<file path="src/rtl/lfsr_chk_cnt.sv">
// Generic saturating up-counter with synchronous clear.
// Latency: count visible one cycle after inc; clear takes priority over inc.
// No backpressure: sticks at all-ones instead of wrapping.
module lfsr_chk_cnt #(
    parameter int W = 16
) (
    input  logic         clk,
    input  logic         rst_n,
    input  logic         clr,
    input  logic         inc,
    output logic [W-1:0] cnt
);

    logic [W-1:0] cnt_q;
    logic [W-1:0] cnt_d;

    always_comb begin
        cnt_d = cnt_q;
        if (clr) begin
            cnt_d = '0;
        end else if (inc && (cnt_q != {W{1'b1}})) begin
            cnt_d = cnt_q + W'(1);
        end
    end

    always_ff @(posedge clk or negedge rst_n) begin
        if (!rst_n) begin
            cnt_q <= '0;
        end else begin
            cnt_q <= cnt_d;
        end
    end

    assign cnt = cnt_q;

endmodule

</file>
<file path="config.mk">
export PLATFORM = sky130hd
export DESIGN_NAME = lfsr_chk_cnt
export DESIGN_NICKNAME = d
export VERILOG_FILES = /design/src/rtl/lfsr_chk_cnt.sv
export SDC_FILE = /design/constraint.sdc
export NUM_CORES = 1
export LEC_CHECK = 0
export ABC_AREA = 1
export CORE_MARGIN = 4
export CORE_UTILIZATION = 58
export CTS_BUF_LIST = sky130_fd_sc_hd__clkbuf_8
export CTS_CLUSTER_SIZE = 16
export DETAILED_ROUTE_END_ITERATION = 8
export DONT_BUFFER_PORTS = 1
export GPL_TIMING_DRIVEN = 0
export PLACE_DENSITY = 0.84
export SETUP_SLACK_MARGIN = 0.15
export SLEW_MARGIN = 20
export SYNTH_ARGS = -nofsm -noshare
export SYNTH_HDL_FRONTEND = slang
export SYNTH_SLANG_ARGS = --single-unit
</file>
<file path="constraint.sdc">
create_clock -name clk -period 1.5 [get_ports clk]
set_input_delay 0.3 -clock clk [delete_from_list [all_inputs] [get_ports clk]]
set_output_delay 0.3 -clock clk [all_outputs]
set_load 0.02 [all_outputs]
</file>
==> reports/results.ini <==
[clock_tree]
cts_tree=yes
clockBufferDepth=2
clkTransAtPathRegs_ns=0.06
numCtsBuffers=3
htreeDepth=1
worstSkewPairLatency_ns=0.25
clock-sinks=16
root_buffer=clkbuf_8

[sta]
final.min_clock_period_ns=1.60
finalCritPeriodShare_pct=107
rsz0062_at_grt=yes
worst_slack_ns=-0.105
fmax_ghz=0.623
worstMarginPinSlew_ns=0.732
hold_viol=0
skew_ns=0.00427
relSlewSlack_pct=51.1
finalSetupViolations=12
final_max_slew_viol_count=0

[placement]
portBuffers=0
hpwl_um=1670
placed_area_um2=1090
gp_congestion=0.871

[floorplan]
dieHeight_um=50.3
io_pins=20
dieArea_um2=2530
start_util_pct=60.7
die_w_um=50.3
core_area_um2=1710
num_rows=15

[cells_and_area]
finish.utilization_pct=74.5
regArea_um2=415
mostFrequentLayoutCells=52 x nand2_1, 12 x inv_1, 12 x nand3_1, 12 x dfrtp_2, 10 x nor2_1
nFillCells=110
syn_to_final_growth_pct=22.7
antenna_cells=0
drive_gt1_share_pct=28.5
multi_input_area_um2=607
nNetsFinal=164
layout_commonest_cell=nand2_1
finalInstanceArea_um2=1270
largest_reg_flops=16

[drt]
vias=1017
vias_per_cell=5.56
avgRoutedWirePerCell_um=14.9
ant_nets=0
drt_iter0_markers=38
routed_wirelength_um=2720
drc_errors=0
firstDrtPassIters=4

[worst_setup_path]
path_class=reg -> reg
startpoint_type=flip-flop
cp.arrival_ns=1.79
crit_path_frequent_cell=nand2_4
required_ns=1.69
cp_max_fo=10
max_stage_delay_ns=0.48
slowest_stage=dfrtp_2
crit_chain=ha_4, nand2_4, nor2_4, nand2_4, o21ai_4, nand2_4, inv_6, buf_12, nand2_1, nand2_1
cp_num_buf_inv=2
worstSetupEndpointType=flip-flop
crit_family=simple AND/OR/NAND/NOR gates

[run_status]
status=finished, violations left
violations=negative setup slack

[power_and_ir_drop]
power_density_nw_per_um2=678
vdd_drop_max_mv=0.733
leakage_nw=0.594

[yosys]
ys_warn_count=0
synthCells=144
ys_seq_elements=16
yosysUniqueCellTypes=23
synth_top_area_share_pct=38.6
yosys.area.top_type=dfrtp_1
ys_seq_area_share_pct=38.6
synth_area_um2=1040
avgSynthCellArea_um2=7.20
synth_nets=149
ys_top_cells_by_area=dfrtp_1 39%, nand2_1 20%, nand3_1 5.8%

[grt]
grt-ovfl-total=0
antenna_found_initial=0
grt_use_total_pct=23.3
grt_pass1_vias=922
grt_max_degree=17
grt_first_pass_wirelength_um=4440

[worst_hold_path]
hp-class=in -> reg

[flow_run]
maxCapViolations=0

-- area by class of cell --
cell class                 count  share of cell area [%]
multi-input combinational    112                    47.7
sequential                    16                    32.6
timing repair buffer          10                    6.69
inverter                      13                    4.23
clock buffer                   3                    3.24
buffer                         3                    2.75
tap                           25                    2.46
clock inverter                 1                   0.295
-- worst min-delay path, stage by stage --
cell and delay, ns:
nor2_1 0.02, nand2_1 0.05, nand2_1 0.05
-- layer usage --
metal	GRT usage, %	vias to the layer above	part of all wire, %
met5	0	-	0
li1	-	489	-
met3	4.75	11	7.8
met4	9.42	0	2.1
met1	30.7	467	41
met2	37.2	50	49
-- cell usage after synthesis --
cell and instances:
nand2_1 55, dfrtp_1 16, nor2_1 14, nand3_1 12, inv_1 11, nand4_1 9, o21ai_0 4, xor2_1 3
nand2_2 2, nand2_4 2, nor2_4 2, o21bai_1 2, xnor2_1 2, a21oi_1 1, buf_1 1, buf_12 1
buf_2 1, ha_1 1, inv_2 1, inv_4 1, nor3_1 1, o21ai_4 1, or2_2 1
-- logic make-up after synthesis --
family	after synthesis	share of synthesized area, %
AOI/OAI and AO/OA	8	5.43
DFF	16	38.6
buffers and inverters	16	7.72
adders and majority gates	1	1.21
and+or+nand+nor	98	42.8
xor gates and xnor gates	5	4.22
-- per-stage QoR --
step	hold WS [ns]	setup WS, ns	power [mW]	instances	TNS (ns)
after floorplan	0.00441	-0.00234	0.497	144	-0.00473
after global placement	0.00482	-0.141	0.508	169	-1.67
after detailed placement	0.00482	-0.173	0.509	169	-2.09
after CTS	0.204	-0.0548	0.852	182	-0.485
after global routing	0.210	-0.190	0.907	183	-2.13
final	0.203	-0.105	0.862	183	-1.07
-- report_power, final --
part	internal, mW	switching, mW
clock network	0.181	0.147
registers	0.437	0.0149
logic	0.0342	0.0480
total	0.653	0.210
-- what timing repair did --
action                                  CTS  global route
hold endpoints to repair                 16             0
endpoints found under the setup margin   16            16
resized for setup                        13            13
hold buffers                              1             0
setup buffers                             7             1
pin swaps                                 4             2
cloned                                    1             0
-- worst paths after layout --
path,slack (ns),from,cells after the start,endpoint
setup reg to reg,-0.10,cnt[1],10,cnt[2]
max in group asynchronous,0.44,rst_n,1,cnt[10]
hold reg to reg,0.61,cnt[5],2,cnt[5]
setup / recovery,-0.10,cnt[1],10,cnt[2]
hold / removal,0.20,clr,3,cnt[4]
min in group asynchronous,0.55,rst_n,1,cnt[6]
Note: power is estimated with default switching activity, not from simulation.
